**src/rtl/lc3_ctrl_pkg.sv**
```systemverilog
// Shared opcode constants, instruction-class helpers and the memory FSM
// state type for the LC-3 pipeline controller.
package lc3_ctrl_pkg;

    localparam logic [3:0] OP_BR  = 4'b0000;
    localparam logic [3:0] OP_ADD = 4'b0001;
    localparam logic [3:0] OP_LD  = 4'b0010;
    localparam logic [3:0] OP_ST  = 4'b0011;
    localparam logic [3:0] OP_AND = 4'b0101;
    localparam logic [3:0] OP_LDR = 4'b0110;
    localparam logic [3:0] OP_STR = 4'b0111;
    localparam logic [3:0] OP_NOT = 4'b1001;
    localparam logic [3:0] OP_LDI = 4'b1010;
    localparam logic [3:0] OP_STI = 4'b1011;
    localparam logic [3:0] OP_JMP = 4'b1100;
    localparam logic [3:0] OP_LEA = 4'b1110;

    typedef enum logic [1:0] {
        MS_READ     = 2'd0,
        MS_IND_READ = 2'd1,
        MS_WRITE    = 2'd2,
        MS_IDLE     = 2'd3
    } mem_state_t;

    // Instructions whose result goes back to the register file from the ALU.
    function automatic logic is_alu(input logic [3:0] op);
        logic r;
        case (op)
            OP_ADD, OP_AND, OP_NOT, OP_LEA: r = 1'b1;
            default:                        r = 1'b0;
        endcase
        return r;
    endfunction

    function automatic logic is_load(input logic [3:0] op);
        logic r;
        case (op)
            OP_LD, OP_LDR, OP_LDI: r = 1'b1;
            default:               r = 1'b0;
        endcase
        return r;
    endfunction

    function automatic logic is_store(input logic [3:0] op);
        logic r;
        case (op)
            OP_ST, OP_STR, OP_STI: r = 1'b1;
            default:               r = 1'b0;
        endcase
        return r;
    endfunction

    function automatic logic is_ctl(input logic [3:0] op);
        logic r;
        case (op)
            OP_BR, OP_JMP: r = 1'b1;
            default:       r = 1'b0;
        endcase
        return r;
    endfunction

    // Instructions that read a base/source register from IR[8:6].
    function automatic logic uses_sr1(input logic [3:0] op);
        logic r;
        case (op)
            OP_ADD, OP_AND, OP_NOT, OP_LDR, OP_STR, OP_JMP: r = 1'b1;
            default:                                        r = 1'b0;
        endcase
        return r;
    endfunction

endpackage

```
**src/rtl/lc3_control_unit_if.sv**
```systemverilog
// control_in bus between the LC-3 datapath (status producer) and the
// pipeline controller (enable/select consumer).
interface lc3_control_unit_if;
    logic        completed_instr;
    logic        completed_data;
    logic [15:0] IR;
    logic [15:0] IR_EXEC;
    logic [15:0] Imem_dout;
    logic [2:0]  NZP;
    logic [2:0]  PSR;
    logic        enable_updatePC;
    logic        enable_fetch;
    logic        enable_decode;
    logic        enable_execute;
    logic        enable_writeback;
    logic        bypass_alu_1;
    logic        bypass_alu_2;
    logic        br_taken;
    logic [1:0]  mem_state;

    modport master (
        output completed_instr, completed_data, IR, IR_EXEC, Imem_dout, NZP, PSR,
        input  enable_updatePC, enable_fetch, enable_decode, enable_execute,
               enable_writeback, bypass_alu_1, bypass_alu_2, br_taken, mem_state
    );

    modport slave (
        input  completed_instr, completed_data, IR, IR_EXEC, Imem_dout, NZP, PSR,
        output enable_updatePC, enable_fetch, enable_decode, enable_execute,
               enable_writeback, bypass_alu_1, bypass_alu_2, br_taken, mem_state
    );
endinterface

```
**src/rtl/lc3_mem_fsm.sv**
```systemverilog
// Data-memory sequencer: tracks direct reads, writes and the extra pointer
// fetch of indirect LDI/STI accesses.
module lc3_mem_fsm
    import lc3_ctrl_pkg::*;
(
    input  logic       clock,
    input  logic       reset,
    input  logic       enable_execute,
    input  logic [3:0] exec_opcode,
    input  logic       completed_data,
    output mem_state_t mem_state
);

    mem_state_t r_state;
    mem_state_t w_next;

    // State register, forced to IDLE asynchronously on reset.
    always_ff @(posedge clock or negedge reset) begin
        if (!reset) begin
            r_state <= MS_IDLE;
        end else begin
            r_state <= w_next;
        end
    end

    // Next-state: launch from IDLE, advance only on completed_data.
    always_comb begin
        w_next = r_state;
        case (r_state)
            MS_IDLE: begin
                if (enable_execute && is_load(exec_opcode)) begin
                    w_next = (exec_opcode == OP_LDI) ? MS_IND_READ : MS_READ;
                end else if (enable_execute && is_store(exec_opcode)) begin
                    w_next = (exec_opcode == OP_STI) ? MS_IND_READ : MS_WRITE;
                end else begin
                    w_next = MS_IDLE;
                end
            end
            MS_IND_READ: begin
                if (completed_data) begin
                    case (exec_opcode)
                        OP_LDI:  w_next = MS_READ;
                        OP_STI:  w_next = MS_WRITE;
                        default: w_next = MS_IDLE;
                    endcase
                end else begin
                    w_next = MS_IND_READ;
                end
            end
            MS_READ, MS_WRITE: begin
                if (completed_data) begin
                    w_next = MS_IDLE;
                end else begin
                    w_next = r_state;
                end
            end
            default: w_next = MS_IDLE;
        endcase
    end

    // Output decode: the state itself is the registered output.
    always_comb begin
        mem_state = r_state;
    end

endmodule

```
**src/rtl/lc3_control_unit.sv**
```systemverilog
// LC-3 pipeline controller: pipeline fill, memory and control-flow stalls,
// ALU operand forwarding and the branch decision.
module lc3_control_unit
    import lc3_ctrl_pkg::*;
(
    input  logic              clock,
    input  logic              reset,
    lc3_control_unit_if.slave bus
);

    logic [3:0] r_fill;
    logic       r_ctl_stall;
    logic       r_wb_alu;

    mem_state_t w_mem_state;
    logic       w_mem_stall;
    logic       w_ctl_release;
    logic       w_read_done;
    logic       w_fetch;
    logic       w_update_pc;
    logic       w_decode;
    logic       w_execute;
    logic [3:0] w_op_ir;
    logic [3:0] w_op_ex;
    logic [3:0] w_op_fetch;

    assign w_op_ir    = bus.IR[15:12];
    assign w_op_ex    = bus.IR_EXEC[15:12];
    assign w_op_fetch = bus.Imem_dout[15:12];

    lc3_mem_fsm u_mem_fsm (
        .clock          (clock),
        .reset          (reset),
        .enable_execute (w_execute),
        .exec_opcode    (w_op_ex),
        .completed_data (bus.completed_data),
        .mem_state      (w_mem_state)
    );

    // Stage enables: memory accesses freeze the front end; a pending
    // BR/JMP freezes only fetch and PC update until it resolves.
    always_comb begin
        w_mem_stall   = (w_mem_state != MS_IDLE);
        w_read_done   = (w_mem_state == MS_READ) & bus.completed_data;
        w_ctl_release = r_ctl_stall & bus.completed_instr & is_ctl(w_op_ex) & ~w_mem_stall;
        if (w_mem_stall) begin
            w_fetch     = 1'b0;
            w_update_pc = 1'b0;
            w_decode    = 1'b0;
            w_execute   = 1'b0;
        end else begin
            w_fetch     = r_fill[0] & ~r_ctl_stall;
            w_update_pc = r_fill[0] & (~r_ctl_stall | w_ctl_release);
            w_decode    = r_fill[1];
            w_execute   = r_fill[2];
        end
    end

    // Fill shifter, control-stall flag and delayed ALU writeback strobe.
    always_ff @(posedge clock or negedge reset) begin
        if (!reset) begin
            r_fill      <= 4'b0000;
            r_ctl_stall <= 1'b0;
            r_wb_alu    <= 1'b0;
        end else begin
            r_fill   <= {r_fill[2:0], 1'b1};
            r_wb_alu <= w_execute & is_alu(w_op_ex);
            if (w_fetch && is_ctl(w_op_fetch)) begin
                r_ctl_stall <= 1'b1;
            end else if (w_ctl_release) begin
                r_ctl_stall <= 1'b0;
            end else begin
                r_ctl_stall <= r_ctl_stall;
            end
        end
    end

    // Output drive; the combinational branch/bypass terms are held low in reset.
    always_comb begin
        bus.enable_fetch     = w_fetch;
        bus.enable_updatePC  = w_update_pc;
        bus.enable_decode    = w_decode;
        bus.enable_execute   = w_execute;
        bus.enable_writeback = r_wb_alu | w_read_done;
        bus.mem_state        = w_mem_state;
        if (!reset) begin
            bus.br_taken     = 1'b0;
            bus.bypass_alu_1 = 1'b0;
            bus.bypass_alu_2 = 1'b0;
        end else begin
            bus.br_taken = bus.completed_instr &
                           ((w_op_ex == OP_JMP) |
                            ((w_op_ex == OP_BR) & (|(bus.NZP & bus.PSR))));
            if (is_alu(w_op_ex)) begin
                bus.bypass_alu_1 = (bus.IR_EXEC[11:9] == bus.IR[8:6]) & uses_sr1(w_op_ir);
                bus.bypass_alu_2 = (bus.IR_EXEC[11:9] == bus.IR[2:0]) &
                                   ((w_op_ir == OP_ADD) | (w_op_ir == OP_AND)) & ~bus.IR[5];
            end else begin
                bus.bypass_alu_1 = 1'b0;
                bus.bypass_alu_2 = 1'b0;
            end
        end
    end

endmodule

```
**src/flat_wrapper.sv**
```systemverilog
// flat-port wrapper written by rule: the top's interface ports become plain ports
module lc3_control_unit_flat import lc3_ctrl_pkg::*;
  (clock, reset, bus_completed_instr, bus_completed_data, bus_IR, bus_IR_EXEC, bus_Imem_dout, bus_NZP, bus_PSR, bus_enable_updatePC, bus_enable_fetch, bus_enable_decode, bus_enable_execute, bus_enable_writeback, bus_bypass_alu_1, bus_bypass_alu_2, bus_br_taken, bus_mem_state);
  lc3_control_unit_if bus_i ();
  input  logic clock;
  input  logic reset;
  input wire logic [$bits(bus_i.completed_instr)-1:0] bus_completed_instr;
  input wire logic [$bits(bus_i.completed_data)-1:0] bus_completed_data;
  input wire logic [$bits(bus_i.IR)-1:0] bus_IR;
  input wire logic [$bits(bus_i.IR_EXEC)-1:0] bus_IR_EXEC;
  input wire logic [$bits(bus_i.Imem_dout)-1:0] bus_Imem_dout;
  input wire logic [$bits(bus_i.NZP)-1:0] bus_NZP;
  input wire logic [$bits(bus_i.PSR)-1:0] bus_PSR;
  output wire logic [$bits(bus_i.enable_updatePC)-1:0] bus_enable_updatePC;
  output wire logic [$bits(bus_i.enable_fetch)-1:0] bus_enable_fetch;
  output wire logic [$bits(bus_i.enable_decode)-1:0] bus_enable_decode;
  output wire logic [$bits(bus_i.enable_execute)-1:0] bus_enable_execute;
  output wire logic [$bits(bus_i.enable_writeback)-1:0] bus_enable_writeback;
  output wire logic [$bits(bus_i.bypass_alu_1)-1:0] bus_bypass_alu_1;
  output wire logic [$bits(bus_i.bypass_alu_2)-1:0] bus_bypass_alu_2;
  output wire logic [$bits(bus_i.br_taken)-1:0] bus_br_taken;
  output wire logic [$bits(bus_i.mem_state)-1:0] bus_mem_state;
  assign bus_i.completed_instr = bus_completed_instr;
  assign bus_i.completed_data = bus_completed_data;
  assign bus_i.IR = bus_IR;
  assign bus_i.IR_EXEC = bus_IR_EXEC;
  assign bus_i.Imem_dout = bus_Imem_dout;
  assign bus_i.NZP = bus_NZP;
  assign bus_i.PSR = bus_PSR;
  assign bus_enable_updatePC = bus_i.enable_updatePC;
  assign bus_enable_fetch = bus_i.enable_fetch;
  assign bus_enable_decode = bus_i.enable_decode;
  assign bus_enable_execute = bus_i.enable_execute;
  assign bus_enable_writeback = bus_i.enable_writeback;
  assign bus_bypass_alu_1 = bus_i.bypass_alu_1;
  assign bus_bypass_alu_2 = bus_i.bypass_alu_2;
  assign bus_br_taken = bus_i.br_taken;
  assign bus_mem_state = bus_i.mem_state;
  lc3_control_unit u_core (.clock(clock), .reset(reset), .bus(bus_i));
endmodule
```
**config.mk**
```make
export PLATFORM = sky130hd
export DESIGN_NAME = lc3_control_unit_flat
export DESIGN_NICKNAME = d
export VERILOG_FILES = /design/src/rtl/lc3_ctrl_pkg.sv /design/src/rtl/lc3_control_unit_if.sv /design/src/rtl/lc3_mem_fsm.sv /design/src/rtl/lc3_control_unit.sv /design/src/flat_wrapper.sv
export SDC_FILE = /design/constraint.sdc
export NUM_CORES = 1
export LEC_CHECK = 0
export CAP_MARGIN = 10
export CORE_UTILIZATION = 27
export CTS_CLUSTER_DIAMETER = 50
export DETAILED_ROUTE_END_ITERATION = 10
export GPL_TIMING_DRIVEN = 1
export HOLD_SLACK_MARGIN = 0.12
export PLACE_DENSITY_LB_ADDON = 0.3
export REMOVE_ABC_BUFFERS = 1
export SLEW_MARGIN = 20
export SYNTH_ARGS = -nofsm -noshare
export SYNTH_HDL_FRONTEND = slang
export SYNTH_SLANG_ARGS = --single-unit
```
**constraint.sdc**
```tcl
create_clock -name clock -period 2.24 [get_ports clock]
set_clock_uncertainty 0.1 [all_clocks]
set_input_delay 0.224 -clock clock [delete_from_list [all_inputs] [get_ports clock]]
set_output_delay 0.224 -clock clock [all_outputs]
set_load 0.02 [all_outputs]
```
==> summary.txt, run 1 <==
Worst voltage drop across the vdd grid -> 0.304 mV
Proportion of layout cells with a drive suffix above 1 -> 0.152
Number of enable-type register cells in the synthesized netlist -> 0
Area of the multi-input gates -> 332 um2
Max-cap violations -> 0
Diode insertion count for antenna repair -> 0
Initial Util -> 0.297
Critical setup path kind -> flip-flop to output port
Number of DRC violations after detailed-routing iteration 0 -> 14
Netlist Area Pre-Place -> 524 um2
Buffer levels on the longest clock path -> 2
Fin util -> 0.601
Wire length of the first global-routing pass -> 2680 um
Initial antenna violation count -> 0
Final HPWL from detailed placement -> 1310 um
Final critical-path required period -> 2.03 ns
Static leakage -> 0.435 nW
Aggregate global routing overflow -> 0
Unrepaired setup endpoints after global routing -> false
Final routed wirelength across all metal layers -> 1590 um
Final hold vios -> 0
Main synth FF type -> sky130_fd_sc_hd__dfrtp_1
Number of buffers created by CTS -> 3
DRC violation count after routing -> 0
Worst hold path type -> flip-flop to flip-flop
Post-Route Setup TNS -> 0 ns
Number of post-CTS setup repair buffers -> 0
Antenna-violating nets left -> 0
Count of TritonRoute iterations in the first routing pass -> 4
Clock Tree Root -> sky130_fd_sc_hd__clkbuf_4
Clock tree from TritonCTS -> yes
Worst EP required -> 1.92 ns
Cell-by-cell trace of the critical path -> nand3_1 -> nor2_1 -> clkdlybuf4s50_1
Share of synthesized area occupied by flip-flops and latches -> 0.339
CORE AREA -> 1760 um2
Die outline area -> 2120 um2
H-tree level count -> 1
Post-synthesis sequential element count -> 7
Clock latency of the later-clocked register in the worst-skew pair -> 0.25 ns
Portion of the clock cycle consumed by the worst path in the final layout -> 0.906
Placement Rows -> 15
Average cell area after synthesis -> 9.20 um2
Register clock-pin slew on the reported worst setup and hold paths -> 0.05 ns
Worst-path maximum fanout -> 9
Finish-stage setup viols -> 0
Critical Path Source Type -> flip-flop
Number of fillers in the final layout -> 179
Net count reported at finish -> 171
CP max stage delay -> 0.62 ns
Sequential cell area -> 178 um2
P per Cell Area -> 451 nW/um2
Routed length per placed instance -> 11.6 um
Number of sinks handled by clock tree synthesis -> 7
Number of distinct standard cells referenced by the synthesized netlist -> 31
Final worst hold slack -> 0.278 ns
Number of vias per cell after detailed routing -> 4.67
Fmax -> 493 MHz
Area growth from synthesis to layout -> 102%
Placer's final routability congestion estimate -> 0.776
Status -> completed
Count of input and output buffers -> 41
Cell area after placement -> 1030 um2
Max-slew violation count -> 0
Share of flip-flops with an asynchronous set or reset -> 1.00
Via Count -> 640
Aggregate global-route resource usage -> 0.175
I/O pin count -> 68
Height of the chip -> 46.1 um
Finished layout cell area -> 1060 um2
Critical Path Sink Type -> output port
Via count of the first global-routing pass -> 659
YS warnings -> 0
Pin count of the biggest net entering global routing -> 10
Gate count of the mapped netlist -> 57
Slowest cell on the critical path -> sky130_fd_sc_hd__clkdlybuf4s50_1
Worst path arrival time -> 1.71 ns
Horiz. Die Dim -> 46.1 um
==> registers in the layout (all words and copies together), names as in the netlist <==
| signal | cells |
|---|---|
| u_core.r_wb_alu | 1 |
| u_core.r_fill | 3 |
| u_core.u_mem_fsm.mem_state | 2 |
| u_core.r_ctl_stall | 1 |
==> cells in the mapped netlist, types with 2 or more instances <==
| cell type | n | area share |
|---|---|---|
| sky130_fd_sc_hd__xnor2_1 | 8 | 0.13 |
| sky130_fd_sc_hd__nand2b_1 | 2 | 0.024 |
| sky130_fd_sc_hd__nor2_1 | 4 | 0.029 |
| sky130_fd_sc_hd__o21a_1 | 2 | 0.029 |
| sky130_fd_sc_hd__a21oi_1 | 3 | 0.029 |
| sky130_fd_sc_hd__and3_1 | 2 | 0.024 |
| sky130_fd_sc_hd__nand3_1 | 4 | 0.038 |
| sky130_fd_sc_hd__nand4_1 | 2 | 0.024 |
| sky130_fd_sc_hd__dfrtp_1 | 5 | 0.24 |
| sky130_fd_sc_hd__dfstp_2 | 2 | 0.10 |
| sky130_fd_sc_hd__nand2_1 | 3 | 0.021 |
==> final timing paths <==
check,startpoint,to,slack (ns),depth (start not counted)
worst max-delay path,u_core.u_mem_fsm.mem_state[0],bus_enable_fetch,0.21,3
worst min-delay path,u_core.r_fill[1],u_core.r_fill[2],0.28,0
worst max register to register,u_core.u_mem_fsm.mem_state[0],u_core.r_ctl_stall,1.00,3
worst min register to register,u_core.r_fill[1],u_core.r_fill[2],0.28,0
max in group asynchronous,reset,u_core.r_ctl_stall,1.19,2
min in group asynchronous,reset,u_core.r_wb_alu,0.30,2
==> what timing repair did <==
action | 4_1_cts | 5_1_grt
hold buffers | 1 | 0
gates resized for setup | 4 | 0
endpoints found under the hold margin | 2 | 0
endpoints found under the setup margin | 4 | 0
==> cells by family after synthesis <==
| group | share of synthesized area |
|---|---|
| compound gates | 0.165 |
| mux | 0.0191 |
| simple gates | 0.291 |
| xor+xnor | 0.150 |
| buf+inv | 0.0286 |
| other cells | 0.00715 |
| flops | 0.339 |
==> worst max-delay path: cells and delay by family (launching register included) <==
family / cells / cell delay, ns
flops: 1 / 0.60
simple gates: 2 / 0.24
buf+inv: 1 / 0.62
==> layout make-up <==
class | instances | share of cell area
clock buffers | 4 | 0.0248
inverters | 1 | 0.00354
multi-input cells | 48 | 0.312
flip-flops and latches | 7 | 0.167
well taps | 25 | 0.0295
repair buffers | 52 | 0.462
==> stage by stage <==
stage               instances  power (mW)  setup WS [ns]
floorplan                  56       0.244          0.783
global placement          132       0.367        -0.0327
detailed placement        132       0.371        -0.0620
CTS                       137       0.487          0.182
global route              137       0.515         0.0709
finish                    137       0.479          0.210
==> power breakdown <==
| part | switching (mW) | internal (mW) | leakage, nW |
|---|---|---|---|
| sequential | 0.0158 | 0.146 | 0.0820 |
| clock | 0.0449 | 0.0679 | 0.0150 |
| combinational | 0.0800 | 0.124 | 0.338 |
| total | 0.141 | 0.338 | 0.435 |
==> layout by cell type, fill, tap and decap left out, types with 2 or more instances in the layout <==
| cell type | synthesis | final |
|---|---|---|
| sky130_fd_sc_hd__clkdlybuf4s50_1 | 0 | 37 |
| sky130_fd_sc_hd__buf_4 | 0 | 10 |
| sky130_fd_sc_hd__xnor2_1 | 8 | 8 |
| sky130_fd_sc_hd__dfrtp_1 | 5 | 5 |
| sky130_fd_sc_hd__nand3_1 | 4 | 4 |
| sky130_fd_sc_hd__nor2_1 | 4 | 4 |
| sky130_fd_sc_hd__dlygate4sd2_1 | 0 | 4 |
| sky130_fd_sc_hd__a21oi_1 | 3 | 3 |
| sky130_fd_sc_hd__nand2_1 | 3 | 3 |
| sky130_fd_sc_hd__clkbuf_4 | 0 | 3 |
| sky130_fd_sc_hd__and3_1 | 2 | 2 |
| sky130_fd_sc_hd__nand2b_1 | 2 | 2 |
| sky130_fd_sc_hd__nand4_1 | 2 | 2 |
| sky130_fd_sc_hd__o21a_1 | 2 | 2 |
| sky130_fd_sc_hd__dfstp_2 | 2 | 2 |
==> routing by layer <==
layer	up-vias	GRT usage	routed length [um]
li1	324	-	-
met1	295	0.214	719
met2	21	0.304	763
met3	0	0.0275	103
met4	0	0.0706	0
met5	-	0	0
No activity file was read; power rests on OpenSTA's default activity.
==> run 2: changes to the inputs <==
--- a/config.mk
+++ b/config.mk
@@ -9,8 +9,10 @@
 export CORE_UTILIZATION = 27
 export CTS_CLUSTER_DIAMETER = 50
 export DETAILED_ROUTE_END_ITERATION = 10
+export GPL_ROUTABILITY_DRIVEN = 0
 export GPL_TIMING_DRIVEN = 1
 export HOLD_SLACK_MARGIN = 0.12
+export MAX_ROUTING_LAYER = met4
 export PLACE_DENSITY_LB_ADDON = 0.3
 export REMOVE_ABC_BUFFERS = 1
 export SLEW_MARGIN = 20
==> summary.txt, run 2 (synthesis gave the netlist of run 1 again) <==
Critical setup path kind -> flip-flop to output port
Minimum setup slack in the final design -> 0.205 ns
Buffer levels on the longest clock path -> 2
Post-Place Worst Slack -> -0.0620 ns
Max-slew violation count -> 0
Aggregate global-route resource usage -> 0.180
Register clock-pin slew on the reported worst setup and hold paths -> 0.05 ns
Worst-path maximum fanout -> 9
P per Cell Area -> 451 nW/um2
Worst EP required -> 1.92 ns
Buf/Inv on CP -> 1
Placement Rows -> 15
Final critical-path required period -> 2.03 ns
Area growth from synthesis to layout -> 102%
H-tree level count -> 1
Routed length per placed instance -> 11.6 um
Wire length of the first global-routing pass -> 2680 um
Die outline area -> 2120 um2
Antenna-violating nets left -> 0
Slack of the worst reg-to-reg path -> 1.00 ns
Initial Util -> 0.297
Clock latency of the later-clocked register in the worst-skew pair -> 0.25 ns
Total design power -> 0.479 mW
Number of cells in the design after placement -> 132
Status -> completed
Via count of the first global-routing pass -> 662
Portion of the clock cycle consumed by the worst path in the final layout -> 0.908
Register name with the most flops -> u_core.r_fill
DRC violation count after routing -> 0
Aggregate global routing overflow -> 0
Flip-flop count of the largest register, all copies and words added -> 3
Worst hold path type -> flip-flop to flip-flop
Unrepaired setup endpoints after global routing -> false
Proportion of layout cells with a drive suffix above 1 -> 0.152
CP max stage delay -> 0.62 ns
Final HPWL from detailed placement -> 1310 um
CP delay by family, top -> buffers and inverters
Clock Tree Root -> sky130_fd_sc_hd__clkbuf_4
Max-cap violations -> 0
Worst path arrival time -> 1.71 ns
Final hold vios -> 0
Height of the chip -> 46.1 um
Diode insertion count for antenna repair -> 0
Via Count -> 641
Number of vias per cell after detailed routing -> 4.68
Count of input and output buffers -> 41
Number of fillers in the final layout -> 179
Cell area after placement -> 1030 um2
Worst voltage drop across the vdd grid -> 0.305 mV
Slowest cell on the critical path -> sky130_fd_sc_hd__clkdlybuf4s50_1
Initial antenna violation count -> 0
Critical Path Sink Type -> output port
Static leakage -> 0.435 nW
Finished layout cell area -> 1060 um2
Final routed wirelength across all metal layers -> 1590 um
I/O pin count -> 68
Sequential cell area -> 178 um2
Net count reported at finish -> 171
Horiz. Die Dim -> 46.1 um
Highest-count cells in the layout ignoring fill and taps -> sky130_fd_sc_hd__clkdlybuf4s50_1 (37), sky130_fd_sc_hd__buf_4 (10), sky130_fd_sc_hd__xnor2_1 (8), sky130_fd_sc_hd__dfrtp_1 (5)
Area of the multi-input gates -> 332 um2
Number of sinks handled by clock tree synthesis -> 7
Critical Path Source Type -> flip-flop
Clock tree from TritonCTS -> yes
Number of DRC violations after detailed-routing iteration 0 -> 14
Finish-stage setup viols -> 0
Final worst hold slack -> 0.277 ns
Number of buffers created by CTS -> 3
Number of post-CTS setup repair buffers -> 0
Count of TritonRoute iterations in the first routing pass -> 4
Most common cell after layout, fill and taps aside -> sky130_fd_sc_hd__clkdlybuf4s50_1
Pin count of the biggest net entering global routing -> 10
CORE AREA -> 1760 um2
Fmax -> 491 MHz
Cell-by-cell trace of the critical path -> and3_1 -> clkdlybuf4s50_1
Non-Filler Instances -> 137
run 2: worst reg2reg max path, cell delays in order (launching register included):
cell and delay (ns):
sky130_fd_sc_hd__dfstp_2 0.60, sky130_fd_sc_hd__nand2_1 0.06, sky130_fd_sc_hd__nand4b_1 0.16, sky130_fd_sc_hd__a22o_1 0.19
run 2: timing repair:
item                                    4_1_cts  5_1_grt
endpoints found under the setup margin        4        0
hold buffers                                  1        0
resized for setup                             4        0
endpoints found under the hold margin         2        0
run 2: stage by stage:
stage,util,TNS [ns]
after floorplan,-,0
after global placement,0.584,-0.0638
after detailed placement,0.584,-0.104
after CTS,0.601,0
after global routing,0.601,0
final,0.601,0
run 2: final timing paths:
check,from,endpoint,cells past startpoint
worst max-delay path,u_core.u_mem_fsm.mem_state[0],bus_enable_execute,2
worst min-delay path,u_core.r_fill[1],u_core.r_fill[2],0
worst max register to register,u_core.u_mem_fsm.mem_state[0],u_core.r_ctl_stall,3
worst min register to register,u_core.r_fill[1],u_core.r_fill[2],0
max in group asynchronous,reset,u_core.r_ctl_stall,2
min in group asynchronous,reset,u_core.r_wb_alu,2
run 2: where the power goes:
group / internal (mW) / switching [mW] / total [mW]
clock: 0.0679 / 0.0450 / 0.113
sequential: 0.146 / 0.0157 / 0.162
combinational: 0.124 / 0.0803 / 0.204
total: 0.338 / 0.141 / 0.479
run 2: layer usage:
layer,track usage,up-vias,part of all wire
met2,0.304,21,0.48
li1,-,324,-
met1,0.221,296,0.47
met3,0.0157,0,0.049
met5,-,-,0
met4,0.0706,0,0
run 2: layout make-up:
type,instances,share of cell area
repair buffers,52,0.462
flip-flops and latches,7,0.167
well taps,25,0.0295
clock buffers,4,0.0248
inverters,1,0.00354
multi-input cells,48,0.312
==> RTL change, RTL diff (settings of run 1) <==
Reset style: synchronous (`reset`), changed in 2 clocked blocks. Comments in the files are not updated.
--- a/src/rtl/lc3_mem_fsm.sv
+++ b/src/rtl/lc3_mem_fsm.sv
@@ -17,3 +17,3 @@
     // State register, forced to IDLE asynchronously on reset.
-    always_ff @(posedge clock or negedge reset) begin
+    always_ff @(posedge clock) begin
         if (!reset) begin
--- a/src/rtl/lc3_control_unit.sv
+++ b/src/rtl/lc3_control_unit.sv
@@ -59,3 +59,3 @@
     // Fill shifter, control-stall flag and delayed ALU writeback strobe.
-    always_ff @(posedge clock or negedge reset) begin
+    always_ff @(posedge clock) begin
         if (!reset) begin
Formal check against the unedited RTL: differs if reset is asserted again (counterexample within 4 cycles, from zero or initial values and one cycle with reset low); with reset held inactive, the same outputs for 10 cycles.
==> RTL change against run 1 <==
  * Global-route usage is 1.4 points lower
  * Power is 18% lower
  * Routed wire length is 6.4% lower
  * Setup slack better by 0.0016 ns
  * Cell area is 0.35% higher
  * Non-clock buffer count stayed put
  * Synthesized cell count is 1.8% higher
  * Synthesized area is 2.4% lower
  * Sequential cell count stayed put
  * Critical endpoint is now bus_br_taken
  * Largest power group unchanged
  * Highest routed layer is now met4
==> RTL change: results (changes against run 1) <==
[min_path]
holdPathEnd=u_core.r_fill[2]
hold_path_class=reg2reg
worstHoldStart=u_core.r_fill[1]
min_path_cells=1  ; +1

[route]
routed_wl_mm=1.48  ; -6.4%
initialDrtViolationCount=11  ; -3
vias=650  ; +1.6%

[power]
leakage_nw=0.439  ; +0.81%
worst_ir_drop_vdd_mv=0.396  ; +30%
switchingPower_mw=0.100  ; -29%

[synth]
ys_top_cells_by_count=8 x xnor2_1, 7 x dfxtp_1
synthArstFlopShare=0  ; -1.00
ys.flop_type=dfxtp_1
ys_seq_area_frac=0.274  ; -0.0651
synth.area.top_cells=dfxtp_1 27%, xnor2_1 14%, nor3b_1 4.4%

[timing]
holdWs_ns=0.361  ; +0.0825 ns
worstMarginPinSlew_ns=0.285

[clock_network]
post_cts_resized=2  ; -2
cts_setup_buffers=0  ; unchanged

[layout]
fin_nets=173  ; +1.2%
layout-drive-gt1-share=0.184  ; +0.0324

[worst_setup_path]
r2r_setup_slack_ns=1.00  ; about the same
critPathMaxStageDelay_ns=0.45  ; -0.17 ns
r2r_end=u_core.u_mem_fsm.mem_state[0]
path_max_fanout=4  ; -5
r2r_start=u_core.u_mem_fsm.mem_state[0]

[placed_design]
dpl_worst_slack_ns=-0.0794  ; -0.0174 ns
gp_congestion=0.713  ; -8.1%
place_hpwl_mm=1.23  ; -6.4%

[global_routing]
grt_pass1_wl_mm=2.37  ; -12%
grt_pass1_vias=593  ; -10%
track_usage=0.161  ; -0.0139

[run_status]
status=finished, final reports clean

[RTL change: power groups by stage]
| stage | Combinational, mW | Sequential (mW) | Clock, mW |
|---|---|---|---|
| 6_report | 0.143 | 0.133 | 0.116 |
| 5_1_grt | 0.154 | 0.133 | 0.129 |
| 4_1_cts | 0.145 | 0.133 | 0.122 |
| 3_5_place_dp | 0.144 | 0.135 | 0 |
| 3_3_place_gp | 0.142 | 0.135 | 0 |
| 2_1_floorplan | 0.0467 | 0.135 | 0 |
[RTL change: cell type report]
cell class | instances | area (µm²)
Inverter | 3 | 11.3
Sequential cell | 7 | 140
Fill cell | 168 | 681
Tap cell | 25 | 31.3
Timing Repair Buffer | 52 | 495
Clock buffer | 4 | 26.3
Multi-Input combinational cell | 48 | 360
[RTL change: how the worst max path moves through the flow]
stage | start | to | slack, ns | cells after the start
2_1_floorplan | bus_IR[13] | bus_bypass_alu_2 | 0.78 | 3
3_3_place_gp | bus_IR_EXEC[14] | bus_br_taken | -0.05 | 6
3_5_place_dp | bus_IR_EXEC[14] | bus_br_taken | -0.08 | 6
4_1_cts | bus_IR_EXEC[14] | bus_enable_updatePC | 0.004 | 6
5_1_grt | bus_IR_EXEC[14] | bus_br_taken | 0.13 | 6
6_report | bus_IR_EXEC[14] | bus_br_taken | 0.21 | 6
[RTL change: metal layers]
| metal | GRT usage | vias up | share of wire |
|---|---|---|---|
| met1 | 0.169 | 278 | 0.39 |
| met3 | 0.0754 | 5 | 0.11 |
| met2 | 0.271 | 33 | 0.49 |
| met5 | 0 | - | 0 |
| li1 | - | 334 | - |
| met4 | 0.0727 | 0 | 0.020 |
[RTL change: worst reg2reg max path: stages, from the launching register on]
cell,delay (ns)
dfxtp_1,0.48
nand3_1,0.19
o32ai_1,0.24
o21ai_0,0.11
[RTL change: through the flow]
step	instance area [µm²]	power, mW	cells
2_1_floorplan	512	0.182	58
3_3_place_gp	1040	0.277	135
3_5_place_dp	1040	0.279	135
4_1_cts	1060	0.399	139
5_1_grt	1060	0.416	139
6_report	1060	0.392	139
[RTL change: cell families (layout without fill, tap and decap cells)]
family | after synthesis | after routing | synth area share
muxes | 1 | 1 | 0.0220
buffers and inverters | 3 | 59 | 0.0220
and+or+nand+nor | 25 | 25 | 0.333
AOI/OAI and AO/OA | 13 | 13 | 0.196
xor gates and xnor gates | 9 | 9 | 0.154
DFF | 7 | 7 | 0.274
